--- src/rtl/multicycle_controller_if.sv ---
// Control bundle between the multicycle controller and the shared datapath.
// master: controller (consumes IR fields/Zero, drives enables/selects); slave: datapath.
interface multicycle_controller_if;
  logic [6:0] op;
  logic [2:0] funct3;
  logic       funct7b5;
  logic       Zero;
  logic       PCWrite;
  logic       AdrSrc;
  logic       MemWrite;
  logic       IRWrite;
  logic       RegWrite;
  logic [1:0] ResultSrc;
  logic [1:0] ALUSrcA;
  logic [1:0] ALUSrcB;
  logic [1:0] ImmSrc;
  logic [3:0] ALUControl;
  logic [3:0] State;
  logic       InstrDone;
  logic       Illegal;

  modport master (
    input  op, funct3, funct7b5, Zero,
    output PCWrite, AdrSrc, MemWrite, IRWrite,
    output RegWrite, ResultSrc, ALUSrcA, ALUSrcB,
    output ImmSrc, ALUControl, State,
    output InstrDone, Illegal
  );

  modport slave (
    output op, funct3, funct7b5, Zero,
    input  PCWrite, AdrSrc, MemWrite, IRWrite,
    input  RegWrite, ResultSrc, ALUSrcA, ALUSrcB,
    input  ImmSrc, ALUControl, State,
    input  InstrDone, Illegal
  );
endinterface

--- src/rtl/multicycle_controller.sv ---
// Moore main controller for the multicycle RV32I core: sequences the shared datapath.
// Ports: clk, reset (sync, active-high), bus (master: IR fields/Zero in, controls out).
module multicycle_controller (
  input  logic clk,
  input  logic reset,
  multicycle_controller_if.master bus
);

  typedef enum logic [3:0] {
    S_FETCH  = 4'd0,
    S_DECODE = 4'd1,
    S_MEMADR = 4'd2,
    S_MEMRD  = 4'd3,
    S_MEMWB  = 4'd4,
    S_MEMWR  = 4'd5,
    S_EXER   = 4'd6,
    S_ALUWB  = 4'd7,
    S_EXEI   = 4'd8,
    S_JAL    = 4'd9,
    S_BEQ    = 4'd10
  } state_t;

  localparam logic [6:0] OP_LOAD  = 7'b0000011;
  localparam logic [6:0] OP_STORE = 7'b0100011;
  localparam logic [6:0] OP_R     = 7'b0110011;
  localparam logic [6:0] OP_I     = 7'b0010011;
  localparam logic [6:0] OP_BR    = 7'b1100011;
  localparam logic [6:0] OP_JAL   = 7'b1101111;

  localparam logic [1:0] AOP_ADD  = 2'b00;
  localparam logic [1:0] AOP_SUB  = 2'b01;
  localparam logic [1:0] AOP_FN   = 2'b10;

  localparam logic [3:0] A_ADD  = 4'b0000;
  localparam logic [3:0] A_SUB  = 4'b0001;
  localparam logic [3:0] A_AND  = 4'b0010;
  localparam logic [3:0] A_OR   = 4'b0011;
  localparam logic [3:0] A_XOR  = 4'b0100;
  localparam logic [3:0] A_SLT  = 4'b0101;
  localparam logic [3:0] A_SLTU = 4'b0110;
  localparam logic [3:0] A_SLL  = 4'b0111;
  localparam logic [3:0] A_SRL  = 4'b1000;
  localparam logic [3:0] A_SRA  = 4'b1001;

  state_t     state_q;
  state_t     state_n;
  state_t     cur;

  logic       is_mem;
  logic       is_r;
  logic       is_i;
  logic       is_br;
  logic       is_jal;

  logic       pcupdate;
  logic       branch;
  logic       adrsrc;
  logic       memwrite;
  logic       irwrite;
  logic       regwrite;
  logic       done;
  logic       illegal;
  logic [1:0] resultsrc;
  logic [1:0] srca;
  logic [1:0] srcb;
  logic [1:0] aluop;
  logic [1:0] immsrc;
  logic       f7g;
  logic [3:0] aluctl;

  assign is_mem = (bus.op == OP_LOAD) | (bus.op == OP_STORE);
  assign is_r   = (bus.op == OP_R);
  assign is_i   = (bus.op == OP_I);
  assign is_br  = (bus.op == OP_BR);
  assign is_jal = (bus.op == OP_JAL);

  always_ff @(posedge clk) begin
    if (reset) state_q <= S_FETCH;
    else       state_q <= state_n;
  end

  // While reset is held the outputs decode as Fetch, whatever the register holds.
  assign cur = reset ? S_FETCH : state_q;

  always_comb begin
    state_n   = S_FETCH;
    pcupdate  = 1'b0;
    branch    = 1'b0;
    adrsrc    = 1'b0;
    memwrite  = 1'b0;
    irwrite   = 1'b0;
    regwrite  = 1'b0;
    done      = 1'b0;
    illegal   = 1'b0;
    resultsrc = 2'b00;
    srca      = 2'b00;
    srcb      = 2'b00;
    aluop     = AOP_ADD;
    case (cur)
      S_FETCH: begin
        state_n   = S_DECODE;
        irwrite   = 1'b1;
        pcupdate  = 1'b1;
        srcb      = 2'b10;
        resultsrc = 2'b10;
      end
      S_DECODE: begin
        // Branch/jump target is precomputed into ALUOut here.
        srca = 2'b01;
        srcb = 2'b01;
        unique case (1'b1)
          is_mem:  state_n = S_MEMADR;
          is_r:    state_n = S_EXER;
          is_i:    state_n = S_EXEI;
          is_br:   state_n = S_BEQ;
          is_jal:  state_n = S_JAL;
          default: illegal = 1'b1;
        endcase
      end
      S_MEMADR: begin
        state_n = bus.op[5] ? S_MEMWR : S_MEMRD;
        srca    = 2'b10;
        srcb    = 2'b01;
      end
      S_MEMRD: begin
        state_n = S_MEMWB;
        adrsrc  = 1'b1;
      end
      S_MEMWB: begin
        resultsrc = 2'b01;
        regwrite  = 1'b1;
        done      = 1'b1;
      end
      S_MEMWR: begin
        adrsrc   = 1'b1;
        memwrite = 1'b1;
        done     = 1'b1;
      end
      S_EXER: begin
        state_n = S_ALUWB;
        srca    = 2'b10;
        aluop   = AOP_FN;
      end
      S_EXEI: begin
        state_n = S_ALUWB;
        srca    = 2'b10;
        srcb    = 2'b01;
        aluop   = AOP_FN;
      end
      S_ALUWB: begin
        regwrite = 1'b1;
        done     = 1'b1;
      end
      S_JAL: begin
        state_n  = S_ALUWB;
        srca     = 2'b01;
        srcb     = 2'b10;
        pcupdate = 1'b1;
      end
      S_BEQ: begin
        srca   = 2'b10;
        aluop  = AOP_SUB;
        branch = 1'b1;
        done   = 1'b1;
      end
      default: state_n = S_FETCH;
    endcase
  end

  always_comb begin
    immsrc = 2'b00;
    case (bus.op)
      OP_STORE: immsrc = 2'b01;
      OP_BR:    immsrc = 2'b10;
      OP_JAL:   immsrc = 2'b11;
      default:  immsrc = 2'b00;
    endcase
  end

  // Only R-type or shift-right-immediate may use IR[30]; addi with a
  // negative immediate must stay an add.
  assign f7g = bus.funct7b5 & (bus.op[5] | (bus.funct3 == 3'b101));

  always_comb begin
    aluctl = A_ADD;
    case (aluop)
      AOP_ADD: aluctl = A_ADD;
      AOP_SUB: aluctl = A_SUB;
      AOP_FN: begin
        case (bus.funct3)
          3'b000:  aluctl = f7g ? A_SUB : A_ADD;
          3'b001:  aluctl = A_SLL;
          3'b010:  aluctl = A_SLT;
          3'b011:  aluctl = A_SLTU;
          3'b100:  aluctl = A_XOR;
          3'b101:  aluctl = f7g ? A_SRA : A_SRL;
          3'b110:  aluctl = A_OR;
          default: aluctl = A_AND;
        endcase
      end
      default: aluctl = A_ADD;
    endcase
  end

  // bne inverts the taken sense via funct3[0].
  assign bus.PCWrite    = ~reset &
                          (pcupdate |
                           (branch & (bus.Zero ^ bus.funct3[0])));
  assign bus.IRWrite    = ~reset & irwrite;
  assign bus.RegWrite   = ~reset & regwrite;
  assign bus.MemWrite   = ~reset & memwrite;
  assign bus.InstrDone  = ~reset & done;
  assign bus.Illegal    = ~reset & illegal;
  assign bus.AdrSrc     = adrsrc;
  assign bus.ResultSrc  = resultsrc;
  assign bus.ALUSrcA    = srca;
  assign bus.ALUSrcB    = srcb;
  assign bus.ImmSrc     = immsrc;
  assign bus.ALUControl = aluctl;
  assign bus.State      = cur;

endmodule

--- src/flat_wrapper.sv ---
// flat-port wrapper written by rule: the top's interface ports become plain ports
module multicycle_controller_flat 
  (clk, reset, bus_op, bus_funct3, bus_funct7b5, bus_Zero, bus_PCWrite, bus_AdrSrc, bus_MemWrite, bus_IRWrite, bus_RegWrite, bus_ResultSrc, bus_ALUSrcA, bus_ALUSrcB, bus_ImmSrc, bus_ALUControl, bus_State, bus_InstrDone, bus_Illegal);
  multicycle_controller_if bus_i ();
  input  logic clk;
  input  logic reset;
  input wire logic [$bits(bus_i.op)-1:0] bus_op;
  input wire logic [$bits(bus_i.funct3)-1:0] bus_funct3;
  input wire logic [$bits(bus_i.funct7b5)-1:0] bus_funct7b5;
  input wire logic [$bits(bus_i.Zero)-1:0] bus_Zero;
  output wire logic [$bits(bus_i.PCWrite)-1:0] bus_PCWrite;
  output wire logic [$bits(bus_i.AdrSrc)-1:0] bus_AdrSrc;
  output wire logic [$bits(bus_i.MemWrite)-1:0] bus_MemWrite;
  output wire logic [$bits(bus_i.IRWrite)-1:0] bus_IRWrite;
  output wire logic [$bits(bus_i.RegWrite)-1:0] bus_RegWrite;
  output wire logic [$bits(bus_i.ResultSrc)-1:0] bus_ResultSrc;
  output wire logic [$bits(bus_i.ALUSrcA)-1:0] bus_ALUSrcA;
  output wire logic [$bits(bus_i.ALUSrcB)-1:0] bus_ALUSrcB;
  output wire logic [$bits(bus_i.ImmSrc)-1:0] bus_ImmSrc;
  output wire logic [$bits(bus_i.ALUControl)-1:0] bus_ALUControl;
  output wire logic [$bits(bus_i.State)-1:0] bus_State;
  output wire logic [$bits(bus_i.InstrDone)-1:0] bus_InstrDone;
  output wire logic [$bits(bus_i.Illegal)-1:0] bus_Illegal;
  assign bus_i.op = bus_op;
  assign bus_i.funct3 = bus_funct3;
  assign bus_i.funct7b5 = bus_funct7b5;
  assign bus_i.Zero = bus_Zero;
  assign bus_PCWrite = bus_i.PCWrite;
  assign bus_AdrSrc = bus_i.AdrSrc;
  assign bus_MemWrite = bus_i.MemWrite;
  assign bus_IRWrite = bus_i.IRWrite;
  assign bus_RegWrite = bus_i.RegWrite;
  assign bus_ResultSrc = bus_i.ResultSrc;
  assign bus_ALUSrcA = bus_i.ALUSrcA;
  assign bus_ALUSrcB = bus_i.ALUSrcB;
  assign bus_ImmSrc = bus_i.ImmSrc;
  assign bus_ALUControl = bus_i.ALUControl;
  assign bus_State = bus_i.State;
  assign bus_InstrDone = bus_i.InstrDone;
  assign bus_Illegal = bus_i.Illegal;
  multicycle_controller u_core (.clk(clk), .reset(reset), .bus(bus_i));
endmodule
--- config.mk ---
export PLATFORM = sky130hd
export DESIGN_NAME = multicycle_controller_flat
export DESIGN_NICKNAME = d
export VERILOG_FILES = /design/src/rtl/multicycle_controller_if.sv /design/src/rtl/multicycle_controller.sv /design/src/flat_wrapper.sv
export SDC_FILE = /design/constraint.sdc
export NUM_CORES = 1
export LEC_CHECK = 0
export ABC_AREA = 1
export BUFFER_PORTS_ARGS = -buffer_cell sky130_fd_sc_hd__buf_4
export CAP_MARGIN = 20
export CORE_MARGIN = 5
export CORE_UTILIZATION = 39
export DETAILED_ROUTE_END_ITERATION = 6
export PLACE_DENSITY = 0.83
export SLEW_MARGIN = 0
export SYNTH_ARGS = -nofsm -noshare
export SYNTH_HDL_FRONTEND = slang
export SYNTH_SLANG_ARGS = --single-unit
--- constraint.sdc ---
create_clock -name clk -period 1.71 [get_ports clk]
set_clock_uncertainty 0.15 [all_clocks]
set_input_delay 0.171 -clock clk [delete_from_list [all_inputs] [get_ports clk]]
set_output_delay 0.171 -clock clk [all_outputs]
set_load 0.05 [all_outputs]
==> flow_metrics.py, run 1 <==
metrics = {
    "setup_path": {
        "worstPathArrival_ns": 1.69,
        "crit_path_start_kind": "flip-flop",
        "cp.required_ns": 1.39,
        "critical_path_class": "reg -> out",
        "endpoint_kind": "output port",
        "cp_max_fo": 4,
    },
    "hold_path": {
        "hp-class": "in -> reg",
    },
    "final_layout": {
        "reg_top3": "u_core.state_q (4)",
        "regMostFlops": "u_core.state_q",
        "instances_no_fill": 196,
        "syn_to_final_growth_pct": 123.8,
        "multi_input_area_um2": 679.4,
        "layout_commonest_cell": "buf_4",
        "largest_reg_flops": 4,
        "seq_area_um2": 95.09,
        "drive_gt1_share_pct": 68.89,
        "final_cell_mix": "buf_4 (49), nand2_1 (14), nor2_1 (13)",
        "nFillCells": 44,
        "num_antenna_cells": 0,
        "nets": 198,
    },
    "floorplan": {
        "start_util_pct": 42.54,
        "die_width_um": 51.24,
        "core_area_mm2": 0.001559,
        "row_count": 14,
        "die_y_um": 51.24,
        "num_io_pins": 37,
        "die_area_mm2": 0.002625,
    },
    "power_and_ir_drop": {
        "total_power_mw": 0.4562,
        "p_per_area_mw_per_mm2": 307.4,
        "vdd_drop_max_mv": 0.5325,
        "leakage_nw": 0.8148,
    },
    "routing": {
        "vias_per_cell": 5.653,
        "via_count": 1108,
        "ant_nets": 0,
        "drtIter0Drc": 42,
        "wl_mm": 3.739,
        "drc_errors": 0,
        "wl_per_cell_um": 19.08,
        "drtPass1Iterations": 4,
    },
    "placement": {
        "place_congestion": 0.8627,
        "placedCellCount": 178,
        "place_hpwl_mm": 1.815,
        "io_buffers": 36,
    },
    "clocking": {
        "clock_tree.buffer_depth": 2,
        "clkSlewWorstSetupHoldPaths_ns": 0.04,
        "cts_buffers": 3,
        "htree_levels": 1,
        "cts-root-buf": "clkbuf_4",
        "insertion_delay_ns": 0.24,
        "cts_hold_buf": 0,
        "cts_tree": "done",
        "cts.sinks": 4,
    },
    "global_routing": {
        "grt_pass1_wl_mm": 3.926,
        "grt_pass1_vias": 971,
        "antenna_found_initial": 0,
        "grtUsageTotal_pct": 18.88,
        "grt.overflow.total": 0,
        "grt_max_degree": 7,
    },
    "sta": {
        "tightest_slew_ns": 0.5141,
        "fin_crit_sh_pct": 117.9,
        "drv_slew": 0,
        "setup_viol": 10,
        "fmax_mhz": 496.2,
        "hold_viol": 0,
        "max_slew_margin_pct": 65.46,
        "fin_hold_ws_ns": 0.1018,
        "grt_setup_unrepaired": "yes",
        "fin_crit_ns": 2.015,
        "timing.final.ws_setup_ns": -0.3054,
    },
    "yosys": {
        "ys_ff_latch": 4,
        "async_flop_share_pct": 0,
        "syn_avg_cell_area_um2": 5.974,
        "syn_inst": 111,
        "synth.distinct_cells": 26,
        "synth_nets": 127,
        "synth-edff-count": 0,
        "yosysSeqAreaShare_pct": 12.08,
        "synth_ff_type": "dfxtp_1",
        "yosys_warnings": 0,
        "yosysTopAreaCell": "nand2_1",
        "syn_area_um2": 663.1,
        "synthTopCellsByArea": "nand2_1 (12%), dfxtp_1 (12%), nor2_1 (10%)",
        "yosys.area.top_type_share_pct": 12.45,
    },
    "run_status": {
        "violations": "setup timing",
        "status": "finished with violations",
    },
    "run": {
        "maxCapViolations": 0,
    },
}
kinds of logic (layout without fill, tap and decap cells):
logic type	count (synthesis)	count (layout)	share of synthesized area (%)
adders and majority gates	2	2	3.773
buffers and inverters	21	90	12.27
DFF	4	4	12.08
and+or+nand+nor	70	70	58.87
AOI/OAI and AO/OA	12	12	10.38
xor gates and xnor gates	2	2	2.642
path summary, 6_finish.rpt:
kind | startpoint | to | slack (ns) | cells after the start
setup reg to reg | u_core.state_q[3] | u_core.state_q[1] | 0.06 | 10
setup / recovery | u_core.state_q[1] | bus_ALUControl[3] | -0.31 | 8
hold reg to reg | u_core.state_q[3] | u_core.state_q[0] | 0.70 | 6
hold / removal | bus_op[5] | u_core.state_q[2] | 0.10 | 3
worst max-delay path, cell delays in order (launching register included):
cell and delay, ns:
dfxtp_4 0.36, nand2_4 0.06, nor2_4 0.13, nand2_2 0.08
nand2_2 0.10, ha_4 0.21, or2_4 0.25, nor2_4 0.09
buf_6 0.16
cells in the mapped netlist, drive strengths merged (2+ instances only):
cell type and number:
nor3 3, ha 2, nor2 25, nand3 7, xor2 2, nand2 32, dfxtp 4, a21oi 5
inv 21, o21ai 5
final cells by class:
type	count	share of cell area [%]
multi-input combinational	86	45.78
timing repair buffer	66	38.95
sequential	4	6.408
inverter	21	5.987
clock buffer	3	1.518
tap	16	1.349
routing by layer:
metal  vias to the layer above  track usage (%)  share of wire [%]
li1                        484                -                  -
met1                       514            18.91                 36
met2                        86            40.13                 49
met3                        24            3.488                9.7
met4                         0            2.620                5.6
met5                         -                0                  0
power breakdown:
group | internal [mW] | switching (mW)
logic | 0.0938 | 0.148
registers | 0.0917 | 0.00410
clock network | 0.0786 | 0.0404
per-stage QoR:
| step | TNS [ns] | instance area, um2 | util [%] | setup WS [ns] |
|---|---|---|---|---|
| after floorplan | -0.8202 | 783.3 | - | -0.1286 |
| after global placement | -0.2162 | 1186 | 76.08 | -0.07545 |
| after detailed placement | -0.2917 | 1186 | 76.08 | -0.1078 |
| after CTS | -1.364 | 1351 | 86.68 | -0.2625 |
| after global routing | -2.214 | 1484 | 95.18 | -0.3804 |
| final | -1.495 | 1484 | 95.18 | -0.3054 |
what timing repair did:
action / CTS / global route
setup endpoints to repair: 10 / 16
pin swaps: 8 / 13
resized for setup: 27 / 21
buffers inserted: 8 / 11
Power figures use the tool's default switching activity.
==> run 2, diff against run 1 <==
- ABC_AREA: 1 -> not set
==> run 2 against run 1 <==
  * The flow now stops in 5_1_grt
  * Synthesized cell count fell by 7.2%
  * Area after synthesis rose by 0.38%
==> flow_metrics.py, run 2 <==
metrics = {
    "run_status": {
        "status": "stopped before the end",
        "haltStage": "5_1_grt",
        "stop_error": "[ERROR DPL-0038] Utilization greater than 100%, impossible to legalize",
    },
    "sta": {
        "grt_repair_worst_endpoint": "bus_ALUControl[3]",
        "worstEndpointType": "primary output",
    },
    "yosys": {
        "synth_ff_type": "dfxtp_1",
        "synth.distinct_cells": 36,
        "synth-edff-count": 0,
        "syn_avg_cell_area_um2": 6.463,
        "synth.most_common_cell": "nor2_1",
        "yosysTopAreaCell": "dfxtp_1",
        "synth_nets": 119,
        "async_flop_share_pct": 0,
        "syn_inst": 103,
        "synth_commonest_cells": "nor2_1 (17), nand2_1 (12), nor3_1 (8)",
        "yosys_warnings": 0,
        "yosysSeqAreaShare_pct": 12.03,
        "syn_area_um2": 665.6,
        "synthTopCellsByArea": "dfxtp_1 (12%), nor2_1 (9.6%), nand2_1 (6.8%)",
        "ys_ff_latch": 4,
        "yosys.area.top_type_share_pct": 12.03,
    },
    "global_routing": {
        "grt_max_degree": 8,
    },
    "placement": {
        "place_hpwl_mm": 2.024,
        "postPlaceCellArea_mm2": 0.001232,
        "io_buffers": 36,
        "place_congestion": 0.8045,
    },
    "clocking": {
        "cts.sinks": 4,
        "cts_buffers": 3,
        "cts-root-buf": "clkbuf_4",
        "htree_levels": 1,
        "clock_tree.buffer_depth": 2,
    },
    "floorplan": {
        "die_width_um": 51.32,
        "num_io_pins": 37,
        "row_count": 15,
        "die_y_um": 51.32,
        "start_util_pct": 39.85,
    },
}
-- run 2: what timing repair did --
| item | in CTS |
|---|---|
| gates cloned | 0 |
| buffers inserted | 13 |
| gates resized for setup | 52 |
| setup endpoints to repair | 15 |
| hold buffers | 0 |
| pin swaps | 11 |
-- run 2: per-stage QoR --
step | hold WS (ns) | setup slack, ns | std cells | utilization [%]
detailed placement | 0.3091 | -0.3074 | 176 | 73.78
CTS | 0.05879 | -0.4752 | 191 | 92.66
floorplan | 0.1662 | -0.5135 | 103 | -
global placement | 0.3095 | -0.2399 | 176 | 73.78
-- run 2: cells by family after synthesis --
logic type                 Yosys count  share of synthesized area, %
DFF                                  4                         12.03
and+or+nand+nor                     57                         43.42
buffers and inverters               12                         10.90
xor gates and xnor gates             3                         3.948
adders and majority gates            2                         3.759
muxes                                2                         3.008
AOI/OAI and AO/OA                   23                         22.93
==> run 3, diff against run 2 <==
- CORE_AREA: not set -> 5 5 66 68
- CORE_MARGIN: 5 -> not set
- CORE_UTILIZATION: 39 -> not set
- DIE_AREA: not set -> 0 0 71 73
- PLACE_DENSITY: 0.83 -> not set
- PLACE_DENSITY_LB_ADDON: not set -> 0.15
- clock period: 1.71 -> 2.2 ns (I/O delays scaled with it)
==> run 3 against run 2 <==
  * The flow now finishes, with violations (setup timing)
  * Area after synthesis is the same
  * Synthesized cell count is the same
==> flow_metrics.py, run 3 <==
metrics = {
    "final_layout": {
        "multi_input_area_um2": 606.8,
        "largest_reg_flops": 4,
        "regMostFlops": "u_core.state_q",
        "final_cell_mix": "buf_4 (45), nor2_1 (14), nand2_1 (12)",
        "layout_commonest_cell": "buf_4",
        "final_area_mm2": 0.001210,
        "num_antenna_cells": 0,
        "instances_no_fill": 200,
        "nFillCells": 443,
        "seq_area_um2": 82.58,
        "drive_gt1_share_pct": 51.33,
        "syn_to_final_growth_pct": 81.77,
        "nets": 168,
        "reg_top3": "u_core.state_q (4)",
        "final_util_pct": 31.85,
    },
    "routing": {
        "wl_per_cell_um": 11.70,
        "ant_nets": 0,
        "via_count": 873,
        "drtIter0Drc": 29,
        "drtPass1Iterations": 4,
        "wl_mm": 2.339,
        "vias_per_cell": 4.365,
        "drc_errors": 0,
    },
    "yosys": {
        "yosys.area.top_type_share_pct": 12.03,
        "yosysTopAreaCell": "dfxtp_1",
        "yosysSeqAreaShare_pct": 12.03,
        "synth.distinct_cells": 36,
        "synthTopCellsByArea": "dfxtp_1 (12%), nor2_1 (9.6%), nand2_1 (6.8%)",
        "synth_nets": 119,
        "synth-edff-count": 0,
        "syn_inst": 103,
        "synth_commonest_cells": "nor2_1 (17), nand2_1 (12), nor3_1 (8)",
        "ys_ff_latch": 4,
        "async_flop_share_pct": 0,
        "syn_area_um2": 665.6,
        "synth.most_common_cell": "nor2_1",
        "yosys_warnings": 0,
        "synth_ff_type": "dfxtp_1",
        "syn_avg_cell_area_um2": 6.463,
    },
    "floorplan": {
        "die_width_um": 71,
        "row_count": 23,
        "core_area_mm2": 0.003799,
        "die_area_mm2": 0.005183,
        "start_util_pct": 17.52,
        "die_y_um": 73,
        "num_io_pins": 37,
    },
    "power_and_ir_drop": {
        "p_comb_share_pct": 38.0,
        "total_power_mw": 0.3771,
        "power_frac_seq_pct": 20.9,
        "internal-power_mw": 0.2437,
        "clkPwrFrac_pct": 41.1,
        "p_per_area_mw_per_mm2": 311.7,
        "leakage_nw": 0.5375,
        "vdd_drop_max_mv": 0.1979,
        "netSwitchingFraction_pct": 35.36,
        "p_sw_mw": 0.1334,
    },
    "sta": {
        "grt_setup_unrepaired": "yes",
        "fin_crit_ns": 2.226,
        "fin_crit_sh_pct": 101.2,
        "fmax_mhz": 449.3,
        "timing.final.ws_setup_ns": -0.02568,
        "max_slew_margin_pct": 80.53,
        "setup_viol": 1,
        "fin_hold_ws_ns": 0.1325,
        "setup-tns-final_ns": -0.02568,
        "tightest_slew_ns": 0.2897,
        "hold_viol": 0,
        "drv_slew": 0,
    },
    "setup_path": {
        "path_buf_inv": 2,
        "crit_chain": "and2b_1, nand2_1, a211o_1, inv_2, ha_4, nand2b_4, nor3_4, buf_6",
        "slowest_delay_ns": 0.31,
        "cp_max_fo": 2,
        "slowest_stage": "dfxtp_2",
        "crit_path_start_kind": "flip-flop",
        "endpoint_kind": "output port",
        "ff2ff_setup_slack_ns": 0.76,
        "worstPathArrival_ns": 1.86,
        "reg2reg_from": "u_core.state_q[1]",
        "reg2reg_depth": 5,
        "cp-startpoint": "u_core.state_q[3]",
        "cp_top_family": "simple AND/OR/NAND/NOR gates",
        "cp.required_ns": 1.83,
        "critical_path_class": "reg -> out",
        "crit_path_end": "bus_ALUControl[3]",
        "crit_cells": 8,
        "timing.rr.end": "u_core.state_q[1]",
    },
    "placement": {
        "placedCellCount": 194,
        "io_buffers": 36,
        "place_congestion": 0.7760,
        "place_hpwl_mm": 1.898,
        "postPlaceCellArea_mm2": 0.001099,
        "place_ws_ns": 0.05446,
    },
    "global_routing": {
        "grt_pass1_vias": 903,
        "grt_pass1_wl_mm": 4.008,
        "antenna_found_initial": 0,
        "grt_max_degree": 11,
        "grtUsageTotal_pct": 9.479,
        "grt.overflow.total": 0,
    },
    "clocking": {
        "cts_hold_buf": 0,
        "clock_tree.buffer_depth": 2,
        "cts_buffers": 3,
        "htree_levels": 1,
        "cts.sinks": 4,
        "insertion_delay_ns": 0.22,
        "cts_tree": "done",
        "clkSlewWorstSetupHoldPaths_ns": 0.04,
        "cts-root-buf": "clkbuf_8",
    },
    "run_status": {
        "violations": "setup timing",
        "status": "finished with violations",
    },
    "hold_path": {
        "hp-class": "in -> reg",
    },
    "run": {
        "maxCapViolations": 0,
    },
}
[run 3: cell counts after synthesis]
No cell type changed its count.
[run 3: kinds of logic after synthesis]
family                     count (synthesis)  share of synthesized area (%)
xor gates and xnor gates                   3                          3.948
adders and majority gates                  2                          3.759
muxes                                      2                          3.008
DFF                                        4                          12.03
and+or+nand+nor                           57                          43.42
buffers and inverters                     12                          10.90
AOI/OAI and AO/OA                         23                          22.93
[run 3: worst min path at each step]
stage / from / endpoint / slack [ns] / cells past startpoint
after floorplan: bus_op[5] / u_core.state_q[2] / 0.22 / 1
after global placement: bus_op[5] / u_core.state_q[2] / 0.37 / 2
after detailed placement: bus_op[5] / u_core.state_q[2] / 0.37 / 2
after CTS: reset / u_core.state_q[0] / 0.14 / 2
after global routing: reset / u_core.state_q[0] / 0.16 / 2
final: reset / u_core.state_q[0] / 0.13 / 2
[run 3: layer usage]
layer	routed length (um)	share of wire [%]	track usage [%]
met1	1084	46	11.67
met2	1067	46	15.45
met3	159	6.8	2.755
met4	28	1.2	3.967
met5	0	0	0
[run 3: power groups by stage]
stage	Sequential (mW)	Combinational (mW)	Clock, mW
after global placement	0.0799	0.142	0
after CTS	0.0788	0.144	0.160
after detailed placement	0.0798	0.144	0
after floorplan	0.0769	0.0920	0
final	0.0788	0.143	0.155
after global routing	0.0791	0.156	0.162
[run 3: what timing repair did]
item,in CTS,in global routing
endpoints found under the setup margin,3,3
gates resized for setup,8,6
pin swaps,3,5
buffers inserted,1,2
[run 3: final cells by class]
class	instances	area share, %
clock buffer	3	3.413
sequential	4	6.825
tap	50	5.171
multi-input combinational	87	50.16
inverter	7	2.482
timing repair buffer	49	31.95
